`src/rtl/monopulse_pkg.sv`:
```
// monopulse_pkg: shared constants and width helpers for the monopulse
// integrator.
//   MODE_MAGNITUDE / MODE_SIGNED : select |err|*|ref| or err*ref
//   ch_width()  : channel index width, at least 1 bit
//   acc_size()  : accumulator width, wide enough that a full window cannot overflow
package monopulse_pkg;

  localparam logic MODE_MAGNITUDE = 1'b0;
  localparam logic MODE_SIGNED    = 1'b1;

  function automatic int ch_width(input int channels);
    return (channels > 1) ? $clog2(channels) : 1;
  endfunction

  function automatic int acc_size(input int data_size, input int log_integ);
    return 2 * data_size + log_integ;
  endfunction

endpackage

```
`src/rtl/monopulse_mult_stage.sv`:
```
// monopulse_mult_stage: pipeline stages 1-2 of the monopulse integrator.
//   Stage 1 rectifies the operands (magnitude mode) or passes them through
//   signed; stage 2 forms the full-width product. Both stages hold while
//   adv_i is low.
// Ports:
//   clk_i, rst_i          clock, async active-high reset
//   adv_i                 pipeline advance (low = stall)
//   valid_i, channel_i    accepted sample and its channel
//   mode_i                window mode governing this sample
//   last_i                sample closes its channel's window
//   ref_i, err_i          two's-complement operands
//   valid_o, channel_o, last_o, product_o   stage-2 outputs
module monopulse_mult_stage import monopulse_pkg::*; #(
  parameter int DATA_SIZE = 16,
  parameter int CH_W      = 2
) (
  input  logic                          clk_i,
  input  logic                          rst_i,
  input  logic                          adv_i,
  input  logic                          valid_i,
  input  logic [CH_W-1:0]               channel_i,
  input  logic                          mode_i,
  input  logic                          last_i,
  input  logic [DATA_SIZE-1:0]          ref_i,
  input  logic [DATA_SIZE-1:0]          err_i,
  output logic                          valid_o,
  output logic [CH_W-1:0]               channel_o,
  output logic                          last_o,
  output logic signed [2*DATA_SIZE-1:0] product_o
);

  logic [DATA_SIZE-1:0]          ref_mag, err_mag;
  logic signed [DATA_SIZE:0]     a_d, b_d, a_q, b_q;
  logic                          v1_q, last1_q;
  logic [CH_W-1:0]               ch1_q;
  logic signed [2*DATA_SIZE-1:0] a_ext, b_ext, prod_d;

  // One extra operand bit lets the magnitude of -2^(DATA_SIZE-1) stay positive.
  always_comb begin
    ref_mag = ref_i[DATA_SIZE-1] ? -ref_i : ref_i;
    err_mag = err_i[DATA_SIZE-1] ? -err_i : err_i;
    if (mode_i == MODE_SIGNED) begin
      a_d = {ref_i[DATA_SIZE-1], ref_i};
      b_d = {err_i[DATA_SIZE-1], err_i};
    end else begin
      a_d = {1'b0, ref_mag};
      b_d = {1'b0, err_mag};
    end
  end

  // Product of two (DATA_SIZE+1)-bit values always fits 2*DATA_SIZE signed bits.
  assign a_ext  = {{(DATA_SIZE-1){a_q[DATA_SIZE]}}, a_q};
  assign b_ext  = {{(DATA_SIZE-1){b_q[DATA_SIZE]}}, b_q};
  assign prod_d = a_ext * b_ext;

  always_ff @(posedge clk_i or posedge rst_i) begin
    if (rst_i) begin
      v1_q      <= 1'b0;
      last1_q   <= 1'b0;
      ch1_q     <= '0;
      a_q       <= '0;
      b_q       <= '0;
      valid_o   <= 1'b0;
      last_o    <= 1'b0;
      channel_o <= '0;
      product_o <= '0;
    end else if (adv_i) begin
      v1_q      <= valid_i;
      last1_q   <= last_i;
      ch1_q     <= channel_i;
      a_q       <= a_d;
      b_q       <= b_d;
      valid_o   <= v1_q;
      last_o    <= last1_q;
      channel_o <= ch1_q;
      product_o <= prod_d;
    end
  end

endmodule

```
`src/rtl/monopulse_integrator.sv`:
```
// monopulse_integrator: per-channel integration of reference*error products
// over windows of 2^LOG_INTEG samples, valid/ready on both sides.
// Ports:
//   i_clock, i_reset            clock, async active-high reset
//   i_valid, o_ready            sample handshake
//   i_channel, i_mode           sample channel, requested mode (first sample of window wins)
//   i_reference, i_error        signed samples
//   o_valid, i_ready            result handshake
//   o_channel, o_relation       result channel and integrated sum
module monopulse_integrator import monopulse_pkg::*; #(
  parameter  int DATA_SIZE = 16,
  parameter  int CHANNELS  = 4,
  parameter  int LOG_INTEG = 4,
  localparam int CH_W      = ch_width(CHANNELS),
  localparam int ACC_SIZE  = acc_size(DATA_SIZE, LOG_INTEG)
) (
  input  logic                 i_clock,
  input  logic                 i_reset,
  input  logic                 i_valid,
  output logic                 o_ready,
  input  logic [CH_W-1:0]      i_channel,
  input  logic                 i_mode,
  input  logic [DATA_SIZE-1:0] i_reference,
  input  logic [DATA_SIZE-1:0] i_error,
  output logic                 o_valid,
  input  logic                 i_ready,
  output logic [CH_W-1:0]      o_channel,
  output logic [ACC_SIZE-1:0]  o_relation
);

  localparam logic [LOG_INTEG-1:0] LAST_CNT = '1;

  // Window counters and modes live at the input side so that the window mode
  // is known when stage 1 needs it; a count of zero is the IDLE state. The
  // end-of-window decision travels down the pipe as a flag.
  logic [LOG_INTEG-1:0] cnt_q  [CHANNELS];
  logic                 mode_q [CHANNELS];
  logic [ACC_SIZE-1:0]  acc_q  [CHANNELS];

  logic                          in_range, accept, win_mode, win_last, win_idle;
  logic [CH_W-1:0]               sel;
  logic                          v3, last3;
  logic [CH_W-1:0]               ch3;
  logic signed [2*DATA_SIZE-1:0] prod3;
  logic [ACC_SIZE-1:0]           prod_ext, sum_d;

  assign o_ready  = !(o_valid && !i_ready);
  assign in_range = {1'b0, i_channel} < (CH_W+1)'(CHANNELS);
  assign accept   = i_valid && o_ready && in_range;
  assign sel      = in_range ? i_channel : '0;
  assign win_idle = (cnt_q[sel] == '0);
  assign win_mode = win_idle ? i_mode : mode_q[sel];
  assign win_last = (cnt_q[sel] == LAST_CNT);

  always_ff @(posedge i_clock or posedge i_reset) begin
    if (i_reset) begin
      for (int unsigned c = 0; c < CHANNELS; c++) begin
        cnt_q[c]  <= '0;
        mode_q[c] <= MODE_MAGNITUDE;
      end
    end else if (accept) begin
      cnt_q[sel] <= cnt_q[sel] + 1'b1;  // wraps to IDLE after the last sample
      if (win_idle) mode_q[sel] <= i_mode;
    end
  end

  monopulse_mult_stage #(
    .DATA_SIZE (DATA_SIZE),
    .CH_W      (CH_W)
  ) u_mult (
    .clk_i     (i_clock),
    .rst_i     (i_reset),
    .adv_i     (o_ready),
    .valid_i   (accept),
    .channel_i (i_channel),
    .mode_i    (win_mode),
    .last_i    (win_last),
    .ref_i     (i_reference),
    .err_i     (i_error),
    .valid_o   (v3),
    .channel_o (ch3),
    .last_o    (last3),
    .product_o (prod3)
  );

  assign prod_ext = {{LOG_INTEG{prod3[2*DATA_SIZE-1]}}, prod3};
  assign sum_d    = acc_q[ch3] + prod_ext;

  always_ff @(posedge i_clock or posedge i_reset) begin
    if (i_reset) begin
      for (int unsigned c = 0; c < CHANNELS; c++) acc_q[c] <= '0;
      o_valid    <= 1'b0;
      o_channel  <= '0;
      o_relation <= '0;
    end else if (o_ready) begin
      o_valid <= v3 && last3;
      if (v3) begin
        if (last3) begin
          acc_q[ch3] <= '0;
          o_channel  <= ch3;
          o_relation <= sum_d;
        end else begin
          acc_q[ch3] <= sum_d;
        end
      end
    end
  end

endmodule

```
`config.mk`:
```
export PLATFORM = sky130hd
export DESIGN_NAME = monopulse_integrator
export DESIGN_NICKNAME = d
export VERILOG_FILES = /design/src/rtl/monopulse_pkg.sv /design/src/rtl/monopulse_mult_stage.sv /design/src/rtl/monopulse_integrator.sv
export SDC_FILE = /design/constraint.sdc
export NUM_CORES = 2
export LEC_CHECK = 0
export BUFFER_PORTS_ARGS = -buffer_cell sky130_fd_sc_hd__buf_2
export CAP_MARGIN = 15
export CORE_MARGIN = 4
export CORE_UTILIZATION = 50
export DETAILED_ROUTE_END_ITERATION = 8
export PLACE_DENSITY = 0.78
export SYNTH_ARGS = -nofsm -noshare
export SYNTH_HDL_FRONTEND = slang
export SYNTH_SLANG_ARGS = --single-unit
export TNS_END_PERCENT = 1
```
`constraint.sdc`:
```
create_clock -name i_clock -period 13.2 [get_ports i_clock]
set_input_delay 2.64 -clock i_clock [delete_from_list [all_inputs] [get_ports i_clock]]
set_output_delay 2.64 -clock i_clock [all_outputs]
set_load 0.1 [all_outputs]
```
==> metrics.md <==
| Metric | Value |
|---|---|
| Pre-antenna DRT Iters | 5 |
| CP endpoint kind | flop |
| GRT Total Usage | 0.231 |
| Worst-path fanout max | 18 |
| GR met3 Demand/Resource | 0.0391 |
| Max cap viols | 0 |
| Final setup TNS | 0 ns |
| Yosys top cell by area | dfrtp_1 |
| RePlAce Congestion | between 0.9 and 1 |
| Layer with the highest usage | met2 |
| Met2 usage | 0.401 |
| Status | finished clean |
| Postcts setup bufs | 0 |
| Layout area overhead | 7.78% |
| Worst rel slew slack | 0.223 |
| YS warnings | 0 |
| IO buf count | 78 |
| Number of DRC markers in iteration 0 | roughly 1,200 |
| Most common cell in the synthesized netlist | inv_1 |
| Slew at the pin closest to its max-slew limit | around 1.2 ns |
| Nets | between 2,000 and 3,000 |
| Max clock buf depth | 3 |
| CTS H-Tree Depth | 1 |
| Die Height | around 230 um |
| Yosys top cell area share | 0.291 |
| Util after Layout | 0.548 |
| Avg Inst Size Synth | 10.2 um2 |
| Total wire length | between 50 and 60 mm |
| Commonest cells post-synth | inv_1, nand2_1, fa_1 |
| Fillers | 3,988 |
| CTS Hold Bufs | 0 |
| Core area | approximately 47,000 um2 |
| Met1 Use GR | 0.295 |
| Net Count, Synth | 2,788 |
| Ports | 79 |
| Worst-skew pair later-pin latency | approximately 0.58 ns |
| Via count | between 15,000 and 20,000 |
| Top FF cell, synth | dfrtp_1 |
| CP Cell Sequence | nand2_1 > fa_1 > inv_1 > fa_1 > inv_1 > fa_1 > inv_1 > fa_1 > fa_1 > inv_1 > fa_1 > inv_1 > ha_1 > and4_1 > a41oi_1 > o21ai_1 > a2111oi_0 > a21oi_1 > o21ai_1 > o211ai_1 > xnor2_1 > a21oi_1 |
| Yosys reg bits | around 280 |
| Dominant cells by area after synthesis | dfrtp_1, fa_1, ha_1 |
| Crit path launch type | flop |
| EDFF count, synth | 0 |
| Post-Syn Area | about 24,000 um2 |
| Layout Skew | between 0.015 and 0.02 ns |
| Max Clk Rate | about 150 MHz |
| Clk sinks | 277 |
| Fin worst setup slack | around 6.4 ns |
| Async set or reset register ratio after synthesis | 1.00 |
| CP Data Required Time | 13.63 ns |
| Clk root buf | clkbuf_16 |
| Slew Limit Fails | 0 |
| Endpoints failing hold | 0 |
| Netlist cell types | between 60 and 70 |
| Share of layout cells above drive strength 1 | 0.110 |
| Sequential area share after synthesis | 0.291 |
| Vias in the first global route | about 19,000 |
| Largest net degree at the start of global routing | 130 |
| Detail Placement HPWL | 41.6 mm |
| Initial antenna violation count | 1 |
| Dpl ws | ~6.5 ns |
| Hold slack | between 0.4 and 0.5 ns |
| Cells after Synth | between 2,000 and 2,500 |
| First-pass GRT wire length | ~95 mm |
| CP peak stage delay | approximately 0.9 ns |
| Via-to-Cell Ratio | 5.75 |
| Drt wl/cell | about 19 um |
| DRC | 0 |
| Clock period minus worst slack | roughly 7 ns |
| Row count | 79 |
| Slowest stage cell, crit path | dfrtp_1 |
| Initial core utilization | 0.509 |
| Worst path arrival time | approximately 7.2 ns |
| Critical Path Most Common Cell | fa_1 |
| CP Class | reg -> reg |
| Gr ovfl total | 0 |
| Setup violators final | 0 |
| RSZ-0062 raised after global routing | no |
| CTS Buf Count | 28 |
| Die width | between 200 and 250 um |
| CTS tree | yes |
| Die area | a little over 50,000 um2 |
| Post-CTS Resized | 0 |
| Worst hold path class | reg -> reg |
| Clock transition at path regs | 0.06 ns |
| Final Cycle Share | 0.515 |
| Post-route ant nets | 0 |
-- sequential cells by signal, indices dropped and copies added (netlist names), 2 cells and up --
name,flops
u_mult.a_q,17
acc_q,144
u_mult.b_q,17
u_mult.ch1_q,2
u_mult.product_o,32
mode_q,4
u_mult.channel_o,2
cnt_q,16
o_relation,36
o_channel,2
-- cell families (layout without fill, tap and decap cells) --
logic type / Yosys count / count (layout) / synth area share
other: 0 / 2 / 0
flip-flops: 277 / 277 / 0.291
AO/OA/AOI/OAI: 400 / 400 / 0.113
AND/OR/NAND/NOR: 627 / 627 / 0.123
buffers and inverters: 445 / 479 / 0.0711
multiplexers: 96 / 96 / 0.0648
XOR/XNOR: 96 / 96 / 0.0356
adder cells (fa/ha/maj): 404 / 404 / 0.301
-- through the flow --
stage | cells | area, um2
final | 2988 | 25700
after global placement | 2936 | 24700
after CTS | 2985 | 25700
after floorplan | 2345 | 23800
after detailed placement | 2936 | 24700
after global routing | 2987 | 25700
-- layer usage --
metal,routed length (um),part of all wire,vias up
met2,28900,0.50,630
met1,22500,0.39,8752
met3,3950,0.069,153
met5,0,0,-
met4,2020,0.035,0
li1,-,-,7658
-- path summary, 6_finish.rpt --
kind                                 from                   end  slack (ns)  depth (start not counted)
max in group asynchronous         i_reset             acc_q[44]        8.52                          4
setup reg to reg            u_mult.b_q[8]  u_mult.product_o[31]        6.40                         22
hold / removal             u_mult.valid_o        u_mult.valid_o        0.46                          2
hold reg to reg            u_mult.valid_o        u_mult.valid_o        0.46                          2
setup / recovery            u_mult.b_q[8]  u_mult.product_o[31]        6.40                         22
min in group asynchronous         i_reset        u_mult.b_q[12]        2.25                          2
-- cell type report --
type                       instances  area [um2]  share of cell area
tap                              607         759              0.0296
multi-input combinational       1623       15200               0.593
inverter                         342        1290              0.0503
clock inverter                    12         173             0.00672
sequential                       277        6930               0.270
antenna                            2        5.00            0.000195
clock buffer                      37         805              0.0313
timing repair buffer              88         485              0.0189
-- critical path, delay by kind of cell (launching register included) --
kind            cells  cell delay, ns
buf+inv             5            0.26
simple gates        2            0.40
fa+ha+maj           7            3.36
compound gates      7            1.57
xor+xnor            1            0.17
flops               1            0.90
-- placed cells by master (no fill, tap or decap), types with 41 or more instances in the layout --
master   count
o21ai_1     53
mux4_2      41
and2_1     146
xor2_1      43
buf_2       78
a22o_1      77
o21ai_0     80
inv_1      340
nand2_1    324
mux2_2      53
fa_1       283
xnor2_1     52
dfrtp_1    276
a21oi_1     68
nor2_1      67
ha_1       121
Power is not shown: default switching activity piles up to over one toggle a cycle in this logic, so the estimate is an artifact.
